<file path="config.mk">
export PLATFORM = sky130hd
export DESIGN_NAME = lif_neuron_layer2
export DESIGN_NICKNAME = d
export VERILOG_FILES = /design/src/rtl/snn_pkg.sv /design/src/rtl/lif_sat_integrate.sv /design/src/rtl/lif_neuron_layer2.sv
export SDC_FILE = /design/constraint.sdc
export NUM_CORES = 1
export LEC_CHECK = 0
export CORE_UTILIZATION = 50
export DETAILED_ROUTE_END_ITERATION = 7
export HOLD_SLACK_MARGIN = 0.03
export PLACE_DENSITY = 0.75
export SYNTH_ARGS = -nofsm -noshare
export SYNTH_HDL_FRONTEND = slang
export SYNTH_SLANG_ARGS = --single-unit
</file>
<file path="constraint.sdc">
create_clock -name clk -period 9.9 [get_ports clk]
set_clock_uncertainty 0.15 [all_clocks]
set_input_delay 1.98 -clock clk [delete_from_list [all_inputs] [get_ports clk]]
set_output_delay 1.98 -clock clk [all_outputs]
set_load 0.02 [all_outputs]
</file>
<file path="src/rtl/snn_pkg.sv">
// -----------------------------------------------------------------------------
// snn_pkg
// Shared definitions for the spiking-neuron layer blocks:
//   - lif_state_t : control states of the LIF neuron sequencer
//   - IN_WIDTH_DEF / VM_WIDTH_DEF : default datapath widths
//   - sat_max / sat_min : two's-complement saturation limits for a width
// -----------------------------------------------------------------------------
package snn_pkg;

    localparam int IN_WIDTH_DEF = 8;
    localparam int VM_WIDTH_DEF = 12;

    typedef enum logic [1:0] {
        ST_IDLE    = 2'd0,
        ST_RUN     = 2'd1,
        ST_REFRACT = 2'd2,
        ST_DONE    = 2'd3
    } lif_state_t;

    // Largest value representable in a signed field of width w.
    function automatic int sat_max(input int w);
        return (1 << (w - 1)) - 1;
    endfunction

    // Smallest value representable in a signed field of width w.
    function automatic int sat_min(input int w);
        return -(1 << (w - 1));
    endfunction

endpackage

</file>
<file path="src/rtl/lif_sat_integrate.sv">
// -----------------------------------------------------------------------------
// lif_sat_integrate
// Combinational leak-and-integrate step of a LIF neuron:
//   vm_next = sat(vm - (vm >>> LEAK_SHIFT) + sext(sum_in))
// LEAK_SHIFT = 0 means no leak at all (not "leak everything").
// Ports:
//   vm      in  VM_WIDTH  current membrane potential (signed)
//   sum_in  in  IN_WIDTH  weighted input sum for this timestep (signed)
//   vm_next out VM_WIDTH  saturated next membrane potential (signed)
// -----------------------------------------------------------------------------
module lif_sat_integrate
    import snn_pkg::*;
#(
    parameter int IN_WIDTH   = IN_WIDTH_DEF,
    parameter int VM_WIDTH   = VM_WIDTH_DEF,
    parameter int LEAK_SHIFT = 3
) (
    input  logic signed [VM_WIDTH-1:0] vm,
    input  logic signed [IN_WIDTH-1:0] sum_in,
    output logic signed [VM_WIDTH-1:0] vm_next
);

    // Two guard bits above the wider operand so the sum can never wrap
    // before it is compared against the limits.
    localparam int EW = ((VM_WIDTH > IN_WIDTH) ? VM_WIDTH : IN_WIDTH) + 2;
    localparam logic signed [EW-1:0] HI = EW'(sat_max(VM_WIDTH));
    localparam logic signed [EW-1:0] LO = EW'(sat_min(VM_WIDTH));

    logic signed [VM_WIDTH-1:0] leak;
    logic signed [EW-1:0]       acc;

    always_comb begin
        leak = '0;
        if (LEAK_SHIFT > 0) begin
            leak = vm >>> LEAK_SHIFT;
        end
        acc = EW'(vm) - EW'(leak) + EW'(sum_in);
        if (acc > HI) begin
            vm_next = HI[VM_WIDTH-1:0];
        end else if (acc < LO) begin
            vm_next = LO[VM_WIDTH-1:0];
        end else begin
            vm_next = acc[VM_WIDTH-1:0];
        end
    end

endmodule

</file>
<file path="src/rtl/lif_neuron_layer2.sv">
// -----------------------------------------------------------------------------
// lif_neuron_layer2
// Leaky integrate-and-fire neuron for the second SNN layer. A start pulse
// opens a window of T_STEPS timesteps; every sum_valid cycle inside the
// window is one timestep. After a spike the neuron ignores REFRACT_STEPS
// timesteps. At the window end a one-cycle done pulse is raised and
// spike_count/vmem hold until the next accepted start.
// sum_valid is a valid-only strobe: there is no ready/backpressure, a sample
// is consumed on every rising edge where sum_valid is high and the neuron is
// in RUN or REFRACT, and dropped otherwise.
// Ports:
//   clk, rst_n   clock, asynchronous active-low reset
//   start        one-cycle pulse opening a window (ignored unless idle)
//   sum_in       signed weighted spike sum, IN_WIDTH
//   sum_valid    sum_in carries a timestep this cycle
//   spike_out    registered one-cycle spike pulse
//   vmem         membrane potential, VM_WIDTH signed
//   spike_count  spikes in current/last window, saturating
//   busy         high in RUN and REFRACT
//   done         one-cycle pulse at window end
//   state_dbg    current sequencer state, for observation only
// -----------------------------------------------------------------------------
module lif_neuron_layer2
    import snn_pkg::*;
#(
    parameter int IN_WIDTH      = IN_WIDTH_DEF,
    parameter int VM_WIDTH      = VM_WIDTH_DEF,
    parameter int THRESHOLD     = 64,
    parameter int LEAK_SHIFT    = 3,
    parameter int REFRACT_STEPS = 2,
    parameter int T_STEPS       = 10,
    parameter int CNT_WIDTH     = 8
) (
    input  logic                       clk,
    input  logic                       rst_n,
    input  logic                       start,
    input  logic signed [IN_WIDTH-1:0] sum_in,
    input  logic                       sum_valid,
    output logic                       spike_out,
    output logic signed [VM_WIDTH-1:0] vmem,
    output logic [CNT_WIDTH-1:0]       spike_count,
    output logic                       busy,
    output logic                       done,
    output lif_state_t                 state_dbg
);

    // One spare bit on each counter keeps the widths legal for
    // T_STEPS = 1 and REFRACT_STEPS = 0.
    localparam int SW = $clog2(T_STEPS + 1) + 1;
    localparam int RW = $clog2(REFRACT_STEPS + 1) + 1;
    localparam logic [SW-1:0]              LAST_STEP = SW'(T_STEPS - 1);
    localparam logic [RW-1:0]              REF_LOAD  = RW'(REFRACT_STEPS);
    localparam logic signed [VM_WIDTH-1:0] THR       = VM_WIDTH'(THRESHOLD);

    lif_state_t                 state;
    logic [SW-1:0]              step_cnt;
    logic [RW-1:0]              ref_cnt;
    logic signed [VM_WIDTH-1:0] vm_next;
    logic                       fire;
    logic                       last_step;

    lif_sat_integrate #(
        .IN_WIDTH  (IN_WIDTH),
        .VM_WIDTH  (VM_WIDTH),
        .LEAK_SHIFT(LEAK_SHIFT)
    ) u_integrate (
        .vm     (vmem),
        .sum_in (sum_in),
        .vm_next(vm_next)
    );

    assign fire      = (vm_next >= THR);
    // step_cnt holds the number of timesteps already taken in this window.
    assign last_step = (step_cnt == LAST_STEP);
    assign busy      = (state == ST_RUN) || (state == ST_REFRACT);
    assign state_dbg = state;

    always_ff @(posedge clk or negedge rst_n) begin
        if (!rst_n) begin
            state       <= ST_IDLE;
            vmem        <= '0;
            spike_count <= '0;
            spike_out   <= 1'b0;
            done        <= 1'b0;
            step_cnt    <= '0;
            ref_cnt     <= '0;
        end else begin
            spike_out <= 1'b0;
            done      <= 1'b0;
            case (state)
                ST_IDLE: begin
                    if (start) begin
                        vmem        <= '0;
                        spike_count <= '0;
                        step_cnt    <= '0;
                        ref_cnt     <= '0;
                        state       <= ST_RUN;
                    end
                end
                ST_RUN: begin
                    if (sum_valid) begin
                        step_cnt <= step_cnt + SW'(1);
                        if (fire) begin
                            vmem      <= '0;
                            spike_out <= 1'b1;
                            if (spike_count != '1) begin
                                spike_count <= spike_count + CNT_WIDTH'(1);
                            end
                            ref_cnt <= REF_LOAD;
                        end else begin
                            vmem <= vm_next;
                        end
                        // Window end takes priority over refractory entry.
                        if (last_step) begin
                            state <= ST_DONE;
                            done  <= 1'b1;
                        end else if (fire && (REFRACT_STEPS != 0)) begin
                            state <= ST_REFRACT;
                        end
                    end
                end
                ST_REFRACT: begin
                    // vmem is already 0 from the spike; the sample is dropped.
                    if (sum_valid) begin
                        step_cnt <= step_cnt + SW'(1);
                        ref_cnt  <= ref_cnt - RW'(1);
                        if (last_step) begin
                            state <= ST_DONE;
                            done  <= 1'b1;
                        end else if (ref_cnt == RW'(1)) begin
                            state <= ST_RUN;
                        end
                    end
                end
                ST_DONE: begin
                    state <= ST_IDLE;
                end
                default: begin
                    state <= ST_IDLE;
                end
            endcase
        end
    end

endmodule

</file>
# [Yosys cells after proc, flatten, opt, wreduce, memory -nomap -nowiden]
# Index checks and enable logic that the tools add are counted.
# W data, S select, Z words.
[word_totals] ff_bits=32 in_bits=12 out_inout_bits=25 elab_cells=73
[classes] add_sub_neg=5 n_lt_le_gt_ge=3 eq_ne=14 n_mux=33 n_reduce_logical=11
[ops] cell="$mux W12" count=5
[ops] cell="$mux W8" count=4
[ops] cell="$pmux W12 S2" count=1
[ops] cell="$pmux W8 S2" count=1
[ops] cell="$reduce_and A5 Y1" count=3
[ops] cell="$add A13 B8 Y14" count=1
[ops] cell="$gt A14 B12 Y1 const B" count=1
[ops] cell="$lt A14 B12 Y1 const B" count=1
[ops] cell="$mux W2" count=7
[ops] cell="$sub A12 B9 Y13" count=1
[ops] cell="$ge A12 B8 Y1 const B" count=1
[ops] cell="$mux W3" count=4
[ops] cell="$mux W5" count=2
[ops] cell="$pmux W5 S2" count=1
[ops] cell="$pmux W3 S3" count=1
[ops] cell="$add A8 B1 Y8 const B" count=1
[ops] cell="$ne A2 B2 Y1 const B" count=4
[ops] cell="$ne A8 B8 Y1 const B" count=1
[ops] cell="$pmux W2 S4" count=1
[ops] cell="$mux W1" count=6
[ops] cell="$reduce_and A3 Y1" count=2
[ops] cell="$add A5 B1 Y5 const B" count=1
[ops] cell="$eq A5 B4 Y1 const B" count=1
[ops] cell="$eq A2 B2 Y1 const B" count=2
[ops] cell="other kinds (11)" count=13

# [Depth between registers and ports, before layout]
# Gate-level depths: netlist of the first run.
[logic_depth] ltp_word=10 depth_mapped=15

# [Hierarchy]
# Synthesis of the first run repeated with hierarchy kept, for this count alone.
[unflattened] hier_cells=313 area_unflattened_um2=2802.7
[by_module_without_submodules] mod="lif_neuron_layer2" instances=1 cells_each=171 area_each_um2=1730.4
[by_module_without_submodules] mod="lif_sat_integrate" instances=1 cells_each=142 area_each_um2=1072.3

# [Worst setup path after synthesis of the first run]
# OpenSTA, ideal clock, no wires.
[synth_timing] kind="input to register" from="in sum_in[7]" to="reg spike_count[7]" setup_time_ps=78 arrival_time_ps=4822 slack_ps=4850 stages=13 n_path_buf=0 path_cell_list="inv_1 fa_1 inv_1 ha_1 a21oi_2 o21ai_1 o21a_1 o311ai_2 nand4b_2 or3_1 nand3_2 or4_1 a21oi_1"
[synth_via] elab_chain_len=7 word_cells_on_any_way=8 cone_classes="add/sub: 1; order compare: 3; eq/ne: 1; mux: 2; reduce/logical: 1"
[synth_lines] item="start, declared" line_no="lif_neuron_layer2.sv:37" rtl="input logic signed [IN_WIDTH-1:0] sum_in,"
[synth_lines] item="$add A13 B8 Y14 *" line_no="lif_sat_integrate.sv:37" rtl="acc = EW'(vm) - EW'(leak) + EW'(sum_in);"
[synth_lines] item="$lt A14 B12 Y1" line_no="lif_sat_integrate.sv:40" rtl="end else if (acc < LO) begin"
[synth_lines] item="$mux W12" line_no="lif_sat_integrate.sv:40"
[synth_lines] item="$mux W12 *" line_no="lif_sat_integrate.sv:38" rtl="if (acc > HI) begin"
[synth_lines] item="$ge A12 B8 Y1 *" line_no="lif_neuron_layer2.sv:72" rtl="assign fire = (vm_next >= THR);"
[synth_lines] item="$ne A2 B2 Y1 (no source line) *"
[synth_lines] item="$reduce_and A5 Y1 (no source line) *"
[synth_lines] item="end signal, assigned" line_no="lif_neuron_layer2.sv:107" rtl="spike_count <= spike_count + CNT_WIDTH'(1);"
[synth_lines] item="end, declared" line_no="lif_neuron_layer2.sv:41" rtl="output logic [CNT_WIDTH-1:0] spike_count,"
# Mark *: on every way between the ends. The rest lies on a longest branch, timed or not.
# A chain may end at the register's enable or synchronous reset.

# [Worst setup path after layout of the first run]
[layout_timing] from="in sum_in[7]" to="reg ref_cnt[2]"
[layout_via] elab_chain_len=7 word_cells_on_any_way=8 cone_classes="add/sub: 1; order compare: 3; eq/ne: 1; mux: 2; reduce/logical: 1"
[layout_lines] item="$add A13 B8 Y14 *" line_no="lif_sat_integrate.sv:37"
[layout_lines] item="$lt A14 B12 Y1" line_no="lif_sat_integrate.sv:40"
[layout_lines] item="$mux W12" line_no="lif_sat_integrate.sv:40"
[layout_lines] item="$mux W12 *" line_no="lif_sat_integrate.sv:38"
[layout_lines] item="$ge A12 B8 Y1 *" line_no="lif_neuron_layer2.sv:72"
[layout_lines] item="$ne A2 B2 Y1 (no source line) *"
[layout_lines] item="$reduce_and A5 Y1 (no source line) *"
[layout_lines] item="end signal, assigned" line_no="lif_neuron_layer2.sv:126" rtl="ref_cnt <= ref_cnt - RW'(1);"
[layout_lines] item="end, declared" line_no="lif_neuron_layer2.sv:57" rtl="logic [RW-1:0] ref_cnt;"
# Marks and branches as above.

==> results.yml, run 1 <==
cts:
  cts_buffers: 5
  cts_tree: "built"
  cts_resized: 0
  clk_path_buf_depth: 2
  clockRootBuffer: "clkbuf_8"
  cts-hold-fix-buffers: 0
  post_cts_buffers: 0
  path_clk_slew_ns: 0.06
  h-tree-depth: 2
  clk_latency_ns: 0.29
  clock_sinks: 32
global_routing:
  antenna_found_initial: 0
  grt_pass1_vias: 2442
  grt_max_degree: 33
  grt_pass1_wl_um: 11170
  grt_usage_pct: 23.30
  grt-ovfl-total: 0
timing:
  drv_slew: 0
  fin_crit_sh_pct: 56.96
  finalSetupViolCount: 0
  max_freq_mhz: 177.3
  whs_ns: 0.3516
  fin_tns_setup_ns: 0
  rsz0062_at_grt: "false"
  fin_crit_ns: 5.640
  maxSlewHeadroom_pct: 40.06
  max_slew.worst_pin.slew_ns: 0.8958
  hold_viol_final: 0
critical_path:
  cp-end-kind: "flip-flop"
  crit_required_ns: 9.92
  startpoint_type: "input port"
  path_class: "input port to flip-flop"
  worstPathMaxFanout: 8
  cp_data_arrival_time_ns: 5.66
synth:
  syn_area_um2: 2880
  ys_seq_area_share_pct: 27.80
  synth_nets: 386
  ys_ff_latch: 32
  syn-mean-instance-area_um2: 8.521
  synth-edff-count: 0
  ys_warn_count: 0
  synthCells: 338
  synth_top_flop_cell: "dfrtp_1"
  netlist-cell-type-count: 57
  async_flop_share_pct: 100.0
die:
  die_h_um: 77.90
  rows: 27
  die-area_um2: 6068
  io_pins: 37
  start_util_pct: 51.99
  die_w_um: 77.90
  core-area_um2: 5540
placed_design:
  placed_area_um2: 3316
  place_congestion: 0.8495
  hpwl_um: 5028
  io_buffers: 36
run:
  drv_cap: 0
finish:
  num_antenna_cells: 0
  final_nets: 424
  fin_area_um2: 3406
  final_layout_size_suffix_gt1_share_pct: 6.897
  fillCellCount: 504
  syn2layout_area_growth_pct: 18.25
routing:
  ant_nets: 0
  wl_per_cell_um: 14.43
  wl_um: 6479
  via_per_inst: 5.697
  drtIter0Drc: 154
  num_vias: 2558
  first_pass_iters: 4
  drcViolationCount: 0
outcome:
  status: "completed"
hold_path:
  hp-class: "flip-flop to flip-flop"
==> placed cells by master (no fill, tap or decap), drive strengths merged, types with 12 or more instances in the layout <==
cell type,instances
a21oi,23
clkdlybuf4s50,36
dfrtp,32
ha,25
inv,51
nand2,24
nand2b,12
nand3,12
nor2,18
o21ai,23
==> routing by layer <==
layer  routed length, µm  vias up  GRT usage, %
met1                3039     1228         31.45
met5                   0        -             0
li1                    -     1264             -
met3                 279       10         3.882
met4                 112        0         8.148
met2                3047       56         37.70
==> worst max-delay path: stages <==
cell and delay (ns):
clkdlybuf4s50_1 0.50, inv_1 0.16, fa_1 0.56, inv_1 0.05, ha_1 0.38, a21o_1 0.19, a21oi_1 0.19, mux2_2 0.35
a21oi_1 0.19, o2111ai_2 0.18, o31ai_1 0.34, or3_1 0.25, o21ai_1 0.09, a32o_1 0.25
==> synthesized netlist by cell type, drive strengths merged, types with 3 or more instances <==
master / number / area share [%]
a21o: 4 / 1.0
xnor2: 3 / 0.91
nor2: 18 / 2.3
o31ai: 6 / 1.6
and2: 3 / 0.65
ha: 25 / 11
or4: 4 / 1.0
dfrtp: 32 / 28
o21a: 3 / 0.78
nor3: 4 / 0.70
nor4: 3 / 0.87
a211oi: 3 / 1.1
o22ai: 10 / 2.2
fa: 11 / 7.6
clkbuf: 6 / 0.78
nand2b: 12 / 2.6
xor2: 4 / 1.2
inv: 51 / 6.6
a31oi: 4 / 0.87
nand4: 4 / 0.87
nor2b: 7 / 1.5
nand2: 24 / 3.1
or3: 5 / 1.1
a21oi: 23 / 4.4
nand3: 12 / 2.4
o21ai: 23 / 4.1
or2: 6 / 1.3
==> kinds of logic (layout without fill, tap and decap cells) <==
group | count (synthesis) | after routing | synth area share [%]
muxes | 4 | 4 | 1.477
buffers and inverters | 57 | 96 | 7.428
xor gates and xnor gates | 7 | 7 | 2.129
DFF | 32 | 32 | 27.80
adders and majority gates | 36 | 36 | 18.51
AOI/OAI and AO/OA | 96 | 96 | 22.68
and+or+nand+nor | 106 | 106 | 19.98
==> final cells by class <==
| cell class | count | area [µm²] | share of cell area (%) |
|---|---|---|---|
| multi-input combinational | 249 | 1866 | 54.78 |
| sequential | 32 | 800.8 | 23.51 |
| timing repair buffer | 37 | 367.9 | 10.80 |
| inverter | 51 | 191.4 | 5.621 |
| clock buffer | 8 | 90.09 | 2.645 |
| tap | 72 | 90.09 | 2.645 |
==> stage by stage <==
| stage | std cells | setup slack (ns) | util (%) |
|---|---|---|---|
| 2_1_floorplan | 338 | 4.850 | - |
| 4_1_cts | 449 | 4.226 | 61.47 |
| 5_1_grt | 449 | 3.969 | 61.47 |
| 6_report | 449 | 4.260 | 61.47 |
| 3_5_place_dp | 441 | 3.929 | 59.85 |
| 3_3_place_gp | 441 | 4.030 | 59.85 |
==> registers in the layout, summed over array words and instances (netlist names) <==
name	flops
vmem	12
spike_count	8
step_cnt	5
ref_cnt	3
state_dbg	2
done	1
spike_out	1
==> worst paths after layout <==
check                                 from           end  slack [ns]  cells after the start
min in group asynchronous            rst_n       vmem[5]        1.93                      2
worst min-delay path            ref_cnt[1]    ref_cnt[1]        0.35                      2
max in group asynchronous            rst_n  state_dbg[0]        7.37                      2
worst max-delay path             sum_in[7]    ref_cnt[2]        4.26                     14
worst min register to register  ref_cnt[1]    ref_cnt[1]        0.35                      2
worst max register to register     vmem[1]    ref_cnt[2]        6.10                     12
Power of run 1 is left out: the tool's default activity adds up to more than one toggle a clock period on the data nets, which glitch-free logic cannot reach.
==> run 2: changes to the inputs <==
- PLACE_DENSITY: 0.75 -> 0.78
- clock period: 9.9 -> 4.8 ns (I/O delays scaled with it)
==> results.yml, run 2 (synthesis results as in run 1) <==
routing:
  first_pass_iters: 4
  drcViolationCount: 0
  via_per_inst: 5.600
  wl_per_cell_um: 14.05
  wl_um: 6434
  ant_nets: 0
  num_vias: 2565
  drtIter0Drc: 125
critical_path:
  startpoint_type: "input port"
  slowest_delay_ns: 0.56
  path_class: "input port to flip-flop"
  worstPathMaxFanout: 8
  slowest_stage: "fa_1"
  reg2reg_depth: 14
  crit_path_cell_trace: "clkdlybuf4s50_1 -> inv_1 -> fa_1 -> inv_1 -> ha_1 -> a21o_1 -> a21oi_1 -> mux2_2 -> a21oi_1 -> o2111ai_2 -> o31a_2 -> a21oi_1 -> a2111oi_0 -> o21ai_1"
  crit_required_ns: 4.86
  cp_data_arrival_time_ns: 4.59
  cp-end-kind: "flip-flop"
  worst_path_most_repeated_cell: "a21oi_1"
timing:
  finalSetupViolCount: 0
  drv_slew: 0
  hold_viol_final: 0
  maxSlewHeadroom_pct: 51.88
  fin_crit_ns: 4.526
  fin_crit_sh_pct: 94.29
  max_slew.worst_pin.slew_ns: 0.7121
  fin_tns_setup_ns: 0
  max_freq_mhz: 220.9
  rsz0062_at_grt: "false"
finish:
  final_nets: 433
  final_layout_size_suffix_gt1_share_pct: 9.845
  largest_reg_flops: 12
  reg_top3: "vmem x12, spike_count x8, step_cnt x5"
  layout_common_cells: "inv_1, clkdlybuf4s50_1, dfrtp_1"
  num_antenna_cells: 0
  final_common_cell: "inv_1"
  top_register: "vmem"
  syn2layout_area_growth_pct: 21.50
cts:
  clk_path_buf_depth: 2
  cts_buffers: 5
  h-tree-depth: 2
  clock_sinks: 32
  clk_latency_ns: 0.28
  clockRootBuffer: "clkbuf_8"
  cts_tree: "built"
  path_clk_slew_ns: 0.08
  post_cts_buffers: 0
die:
  core-area_um2: 5540
  die_w_um: 77.90
  start_util_pct: 51.99
  rows: 27
  die-area_um2: 6068
  die_h_um: 77.90
  io_pins: 37
global_routing:
  grt_usage_pct: 23.26
  antenna_found_initial: 0
  met1_usage_pct: 31.96
  grt_max_degree: 33
  grtUsageMet2_pct: 38.23
  busiest_layer: "met2"
  grt-ovfl-total: 0
  grt_pass1_vias: 2539
  grt_pass1_wl_um: 11250
  met3_usage_pct: 3.412
run:
  drv_cap: 0
outcome:
  status: "completed"
placed_design:
  place_congestion: 0.8531
  hpwl_um: 5094
  io_buffers: 36
hold_path:
  min_path_cells: 2
  hp-class: "flip-flop to flip-flop"
[run 2: path summary, 6_finish.rpt]
| path | startpoint | end | slack (ns) |
|---|---|---|---|
| worst max-delay path | sum_in[7] | state_dbg[0] | 0.27 |
| worst min-delay path | ref_cnt[1] | ref_cnt[1] | 0.35 |
| worst max register to register | vmem[3] | state_dbg[0] | 1.05 |
| worst min register to register | ref_cnt[1] | ref_cnt[1] | 0.35 |
| max in group asynchronous | rst_n | step_cnt[4] | 3.27 |
| min in group asynchronous | rst_n | vmem[1] | 0.92 |
[run 2: critical path: cells and delay by family]
family                     cells  cell delay [ns]
buffers and inverters          3             0.64
AOI/OAI and AO/OA              8             1.69
muxes                          1             0.37
adders and majority gates      2             0.94
[run 2: stage by stage]
stage / utilization (%) / instance area, µm² / setup slack [ns] / hold WS, ns / cells
2_1_floorplan: - / 2880 / 0.7701 / 0.2998 / 338
3_3_place_gp: 61.07 / 3383 / 0.05282 / 0.3121 / 450
3_5_place_dp: 61.07 / 3383 / -0.03848 / 0.3283 / 450
4_1_cts: 63.08 / 3495 / 0.2426 / 0.3427 / 458
5_1_grt: 63.17 / 3500 / 0.02788 / 0.3598 / 458
6_report: 63.17 / 3500 / 0.2739 / 0.3497 / 458
[run 2: layout make-up]
cell class	instances	area, µm²
well taps	72	90.09
fillers	498	2041
inverters	51	191.4
multi-input cells	249	1871
clock inverters	3	42.54
flip-flops and latches	32	800.8
clock buffers	5	68.82
repair buffers	46	435.4
[run 2: metal layers]
| layer | wire length [µm] | vias to the layer above |
|---|---|---|
| met5 | 0 | - |
| met4 | 72 | 0 |
| met3 | 254 | 9 |
| met2 | 3003 | 57 |
| met1 | 3103 | 1214 |
| li1 | - | 1285 |
[run 2: what timing repair did]
action / in CTS / in global routing
endpoints found under the setup margin: 0 / 1
hold buffers: 0 / 0
gates resized for setup: 0 / 1
Power of run 2 is left out for the same reason.
